$ cat src/rtl/spi_ram_arbiter.sv
// Round-robin arbiter and command sequencer between two byte requesters and the
// SPI-slave single-port RAM command interface (rx_valid/din, tx_valid/dout).
module spi_ram_arbiter #(
  parameter int TIMEOUT = 4
) (
  input  logic       clk,
  input  logic       rst,
  input  logic       req0,
  input  logic       we0,
  input  logic [7:0] addr0,
  input  logic [7:0] wdata0,
  output logic       gnt0,
  output logic       done0,
  output logic       err0,
  output logic [7:0] rdata0,
  input  logic       req1,
  input  logic       we1,
  input  logic [7:0] addr1,
  input  logic [7:0] wdata1,
  output logic       gnt1,
  output logic       done1,
  output logic       err1,
  output logic [7:0] rdata1,
  output logic [9:0] ram_din,
  output logic       ram_rx_valid,
  input  logic       ram_tx_valid,
  input  logic [7:0] ram_dout,
  output logic       busy
);

  typedef enum logic [2:0] {IDLE, CMD1, CMD2, RD_WAIT, DONE} state_t;

  state_t     state;
  logic       rr_ptr;
  logic       port;
  logic       op_we;
  logic [7:0] op_wdata;
  logic [7:0] cnt;

  // rr_ptr only breaks ties; a lone requester always wins
  logic       win;
  logic       sel_we;
  logic [7:0] sel_addr;
  logic [7:0] sel_wdata;

  assign win       = (req0 && req1) ? rr_ptr : req1;
  assign sel_we    = win ? we1 : we0;
  assign sel_addr  = win ? addr1 : addr0;
  assign sel_wdata = win ? wdata1 : wdata0;
  assign busy      = (state != IDLE);

  always_ff @(posedge clk or posedge rst) begin
    if (rst) begin
      state        <= IDLE;
      rr_ptr       <= 1'b0;
      port         <= 1'b0;
      op_we        <= 1'b0;
      op_wdata     <= 8'h00;
      cnt          <= 8'h00;
      gnt0         <= 1'b0;
      gnt1         <= 1'b0;
      done0        <= 1'b0;
      done1        <= 1'b0;
      err0         <= 1'b0;
      err1         <= 1'b0;
      rdata0       <= 8'h00;
      rdata1       <= 8'h00;
      ram_din      <= 10'h000;
      ram_rx_valid <= 1'b0;
    end else begin
      gnt0         <= 1'b0;
      gnt1         <= 1'b0;
      done0        <= 1'b0;
      done1        <= 1'b0;
      err0         <= 1'b0;
      err1         <= 1'b0;
      ram_rx_valid <= 1'b0;
      case (state)
        IDLE: begin
          if (req0 || req1) begin
            port         <= win;
            op_we        <= sel_we;
            op_wdata     <= sel_wdata;
            rr_ptr       <= ~win;
            gnt0         <= ~win;
            gnt1         <= win;
            ram_din      <= {~sel_we, 1'b0, sel_addr};
            ram_rx_valid <= 1'b1;
            state        <= CMD1;
          end
        end
        CMD1: begin
          ram_din      <= op_we ? {2'b01, op_wdata} : {2'b11, 8'h00};
          ram_rx_valid <= 1'b1;
          state        <= CMD2;
        end
        CMD2: begin
          if (op_we) begin
            done0 <= ~port;
            done1 <= port;
            state <= DONE;
          end else begin
            cnt   <= 8'h00;
            state <= RD_WAIT;
          end
        end
        RD_WAIT: begin
          if (ram_tx_valid) begin
            if (port) rdata1 <= ram_dout;
            else      rdata0 <= ram_dout;
            done0 <= ~port;
            done1 <= port;
            state <= DONE;
          end else if (cnt == 8'(TIMEOUT - 1)) begin
            done0 <= ~port;
            done1 <= port;
            err0  <= ~port;
            err1  <= port;
            state <= DONE;
          end else begin
            cnt <= cnt + 8'd1;
          end
        end
        DONE:    state <= IDLE;
        default: state <= IDLE;
      endcase
    end
  end

endmodule
$ cat config.mk
export PLATFORM = sky130hd
export DESIGN_NAME = spi_ram_arbiter
export DESIGN_NICKNAME = d
export VERILOG_FILES = /design/src/rtl/spi_ram_arbiter.sv
export SDC_FILE = /design/constraint.sdc
export NUM_CORES = 1
export LEC_CHECK = 0
export CELL_PAD_IN_SITES_DETAIL_PLACEMENT = 1
export CELL_PAD_IN_SITES_GLOBAL_PLACEMENT = 2
export CORE_MARGIN = 1.5
export CORE_UTILIZATION = 31
export CTS_BUF_LIST = sky130_fd_sc_hd__clkbuf_16
export DETAILED_ROUTE_END_ITERATION = 8
export MAX_ROUTING_LAYER = met4
export PLACE_DENSITY_LB_ADDON = 0.1
export SKIP_CTS_REPAIR_TIMING = 1
export SYNTH_ARGS = -nofsm -noshare
export SYNTH_HDL_FRONTEND = slang
export SYNTH_SLANG_ARGS = --single-unit
$ cat constraint.sdc
create_clock -name clk -period 3.11 [get_ports clk]
set_input_delay 0.4665 -clock clk [delete_from_list [all_inputs] [get_ports clk]]
set_output_delay 0.4665 -clock clk [all_outputs]
set_load 0.03 [all_outputs]
* Word-level counts from Yosys, hierarchy flattened
Cells that the tools add are included.
Operators by class: add/subtract/negate cells 1, equal/unequal tests 9, multiplexer cells 34, bitwise gates (word level) 3, reductions and logical operators 12
Operators with widths (count):
- two-way mux 8 bit | 5
- two-way mux 10 bit | 2
- one-hot mux 10 bit (2 select lines) | 1
- two-way mux 1 bit | 17
- one-hot mux 8 bit (2 select lines) | 1
- two-way mux 3 bit | 4
- one-hot mux 3 bit (4 select lines) | 1
- adder 8 x 1 -> 8 bit, second input constant | 1
- equality test 8 x 2 -> 1 bit, second input constant | 1
- inequality test 2 bit, second input constant | 4
- equality test 3 x 2 -> 1 bit, second input constant | 2
- one-hot mux 1 bit (2 select lines) | 3
- AND reduction 2 bit | 3
- AND reduction 3 bit | 2
- AND reduction 4 bit | 1
- nonzero test 2 bit | 2
- equality test 3 x 1 -> 1 bit, second input constant | 1
- logical NOT 3 bit | 1
- inequality test 3 bit, second input constant | 1
- NOT 1 bit | 3
- nonzero test 3 bit | 1
- logical AND 1 bit | 1
- logical OR 1 bit | 1
Word-level totals: bits in registers 55, bits of input ports 47, output and inout port bits 34, logic and storage cells 75

* Logic depth before layout (Yosys ltp)
word-level depth 6, gate-level depth with buffers 6, mapped depth without buffers 5

* Worst setup path before layout
Ideal clock, no wire load.
path kind reg-to-reg, from register state[0], to register ram_din[0], setup time 138 ps, arrival time 1538 ps, data required time 2972 ps, setup slack 1434 ps, cell stages (with the launch flop) 7, path buffers 2, clock period less this slack 1676 ps, cell sequence dfrtp_1 > buf_6 > or3_4 > or2_4 > buf_6 > a211oi_2 > o22ai_1
On the way: word-level cells in the longest chain between the ends 3, elaborated cells on any way between the ends 6, classes of those cells eq/ne: 2; mux: 1; reduce/logical: 3
Ends and longest elaborated chain:
- start, declared | line 33 | state_t state;
- start signal, assigned | line 54 | state <= IDLE;
- start signal, assigned | line 89 | state <= CMD1;
- start signal, assigned | line 95 | state <= CMD2;
- equality test 3 x 1 -> 1 bit / logical NOT 3 bit (equally long branches) | line 78 | case (state)
- nonzero test 2 bit (no line) / inequality test 2 bit (equally long branches)
- AND reduction 2 bit (no line)
- end signal, assigned | line 87 | ram_din <= {~sel_we, 1'b0, sel_addr};
- end signal, assigned | line 93 | ram_din <= op_we ? {2'b01, op_wdata} : {2'b11, 8'h00};
- end, declared | line 24 | output logic [9:0] ram_din,
Parallel ways exist; a longest one is shown, timed or not. A chain may end at the register's enable or synchronous reset.

* Worst setup path after layout
from register state[0], to output port busy
On the way: word-level cells in the longest chain between the ends 1
Ends and longest elaborated chain:
- nonzero test 3 bit | line 50 | assign busy = (state != IDLE);
- end, declared | line 28 | output logic busy
Every way passes these cells.

==> impl_results.md <==
* Clk_lat worst skew at 290 ps
* Power Total at 3460 uW
* Initial Util at 0.325
* CTS tree: yes
* Final Instance Count excl. Fillers at 405
* Post-synthesis simple-gate area fraction at 0.150
* RSZ-0062 raised after global routing: no
* Drt pass-1 iters at 5
* GRT Resource Usage Total at 0.161
* Xor/xnor share of the synthesized area at 0
* Minimum clock period at 2360 ps
* First DRT Iteration DRCs at 56
* Met3 GRT Util at 0.0236
* Max Transition Viols Final at 0
* Number of distinct library cells after synthesis at 45
* Compound-Gate Fraction of Synth Area at 0.184
* Final Hold Vio Count at 0
* Die W at 93.4 um
* Clock transition at path regs at 80 ps
* Total of max-cap violations at 0
* Seq cells post-synth at between 50 and 60
* Critical path type: flop to primary output
* Mean Syn Cell Area at 11.2 um^2
* HPWL after DPL at 4700 um
* GRT overflow at 0
* Htree depth at 2
* Fin crit share at 0.759
* GR Util met1 at 0.218
* Finished Cell Area at ~3600 um^2
* Maximum clock path buffer count at 2
* Clock power frac at 0.166
* Main combinational cell family by area after synthesis: compound AO/OA/AOI/OAI gates
* Run status: completed
* Int Power at 2040 uW
* Input/output buffers at 80
* Psw at 1420 uW
* CP max FO at 12
* CTS Buf Count at 5
* Worst slew pin tran at 754 ps
* Core area at between 7000 and 8000 um^2
* Comb pwr share at 0.485
* Share of cells above drive strength 1 at 0.139
* Mapped Cells at between 200 and 250
* Placed cells at about 400
* Drt drc at 0
* Row count at 32
* Leak at 0.00152 uW
* Synthesized area at roughly 2500 um^2
* Die H at 93.4 um
* DIE AREA at roughly 8700 um^2
* CTS Sinks at 55
* WHS at 489 ps
* Hold Crit Class: flop to flop
* Arrival @ worst endpoint at 1900 ps
* First-pass GRT wire length at 10700 um
* Mux contribution to synthesized area at 0.0835
* ANT nets after route at 0
* Fraction of registers with async set/reset at 1.00
* EDFF count, synth at 0
* Sw Ratio at 0.410
* Register area share after synthesis at 0.543
* Via count at 1983
* DR WL/cell at 16.0 um
* Post-synthesis adder-cell area fraction at 0.00494
* Final Wtd Congestion at 0.710
* Post-Syn Nets at ~280
* Area delta synth->final at 40.8%
* Largest net degree at the start of global routing at 29
* Fmax achieved at around 420 MHz
* GR peak layer: met2
* Vias in the first global route at 2098
* Setup TNS at 0 ps
* Primary FF master, synth: dfrtp_1
* Met2 usage at 0.258
* Root buf cell: clkbuf_16
* Yosys warnings at 0
* Fin Clk Skew at between 5 and 6 ps
* CP endpoint kind: primary output
* Dpl cell area at 3420 um^2
* IO Count at slightly above 80
* CP startpoint kind: flop
* Number of diodes at 0
* Mean number of vias per cell at between 4 and 5
* Max-slew headroom at 0.496
* Final net count at 350
* Peak supply drop at 300 uV
* Seq pwr share at 0.349
* Pwr/cell area at 971 nW/um^2
* Worst endpoint required time at 2640 ps
* Routed WL at around 6500 um
* Final setup viols at 0
* Initial antenna violation count at 0
[final timing paths]
kind / slack (ps) / cells after the start / from / end
worst min-delay path: 490 / 2 / op_wdata[1] / op_wdata[1]
worst max-delay path: 750 / 2 / state[0] / busy
worst max register to register: 1050 / 4 / state[0] / ram_din[5]
max in group asynchronous: 1960 / 3 / rst / cnt[4]
min in group asynchronous: 580 / 2 / rst / ram_rx_valid
worst min register to register: 490 / 2 / op_wdata[1] / op_wdata[1]
[cell usage after synthesis, types with 2 or more instances]
cell type	n	share of area
a211oi_1	2	0.0059
a211oi_2	8	0.040
a21o_1	2	0.0059
a21oi_1	3	0.0059
a22o_1	2	0.0069
a22oi_1	8	0.024
and2_1	2	0.0049
and3_1	12	0.030
buf_2	4	0.0079
buf_6	2	0.0089
clkbuf_1	7	0.010
dfrtp_1	55	0.54
inv_1	4	0.0059
mux2_2	17	0.076
mux2i_1	2	0.0079
nand2_1	23	0.034
nand3_1	4	0.0079
nor2_1	12	0.018
nor3_1	3	0.0059
nor4b_1	2	0.0069
o21ai_0	21	0.041
o22ai_1	8	0.020
or4b_1	2	0.0079
[area by class of cell]
class / instances / area, um^2
clock inverter: 3 / 25.0
multi-input combinational: 154 / 1070
fill: 863 / 4240
inverter: 4 / 15.0
sequential: 55 / 1380
clock buffer: 5 / 125
timing repair buffer: 82 / 828
tap: 102 / 128
[worst max-delay path, cell delays in order, from the launching register on]
cell and delay (ps):
dfrtp_1 470, or3_4 510, clkdlybuf4s50_1 630
[cells in the final DEF, fill, tap and decap left out, types with 3 or more instances in the layout]
cell type,Yosys,layout
mux2_2,17,17
inv_1,4,3
nor2_1,12,12
and3_1,12,12
a22oi_1,8,8
o22ai_1,8,8
dfrtp_1,55,55
a211oi_2,8,8
clkdlybuf4s50_1,0,80
nor3_1,3,3
clkbuf_16,0,5
o21ai_0,21,21
nand2_1,23,23
nand3_1,4,4
a21oi_1,3,3
[cell families (layout without fill, tap and decap cells)]
| group | after synthesis | in the layout |
|---|---|---|
| mux | 19 | 19 |
| flops | 55 | 55 |
| buf+inv | 18 | 94 |
| simple gates | 70 | 70 |
| compound gates | 64 | 64 |
| fa+ha+maj | 1 | 1 |
[registers in the layout (all words and copies together), names as in the netlist]
signal	flops
ram_rx_valid	1
state	3
op_wdata	8
rr_ptr	1
rdata1	8
gnt1	1
cnt	8
ram_din	10
op_we	1
err0	1
done0	1
rdata0	8
port	1
gnt0	1
err1	1
done1	1
[through the flow]
step                setup WS (ps)  utilization
floorplan                    1300            -
global placement              900        0.438
detailed placement            793        0.438
CTS                           736        0.457
global route                  694        0.457
finish                        748        0.457
[power by group through the flow]
stage	clock network, uW	logic [uW]	registers, uW
after floorplan	0	780	1520
after global placement	0	1680	1220
after detailed placement	0	1710	1220
after CTS	592	1710	1210
after global routing	624	1830	1250
final	575	1680	1210
[layer usage]
layer  wire [um]  vias up
li1            -      978
met1        3150      946
met2        3040       55
met3         257        4
met4          42        0
met5           0        -
Power figures use the tool's default switching activity.
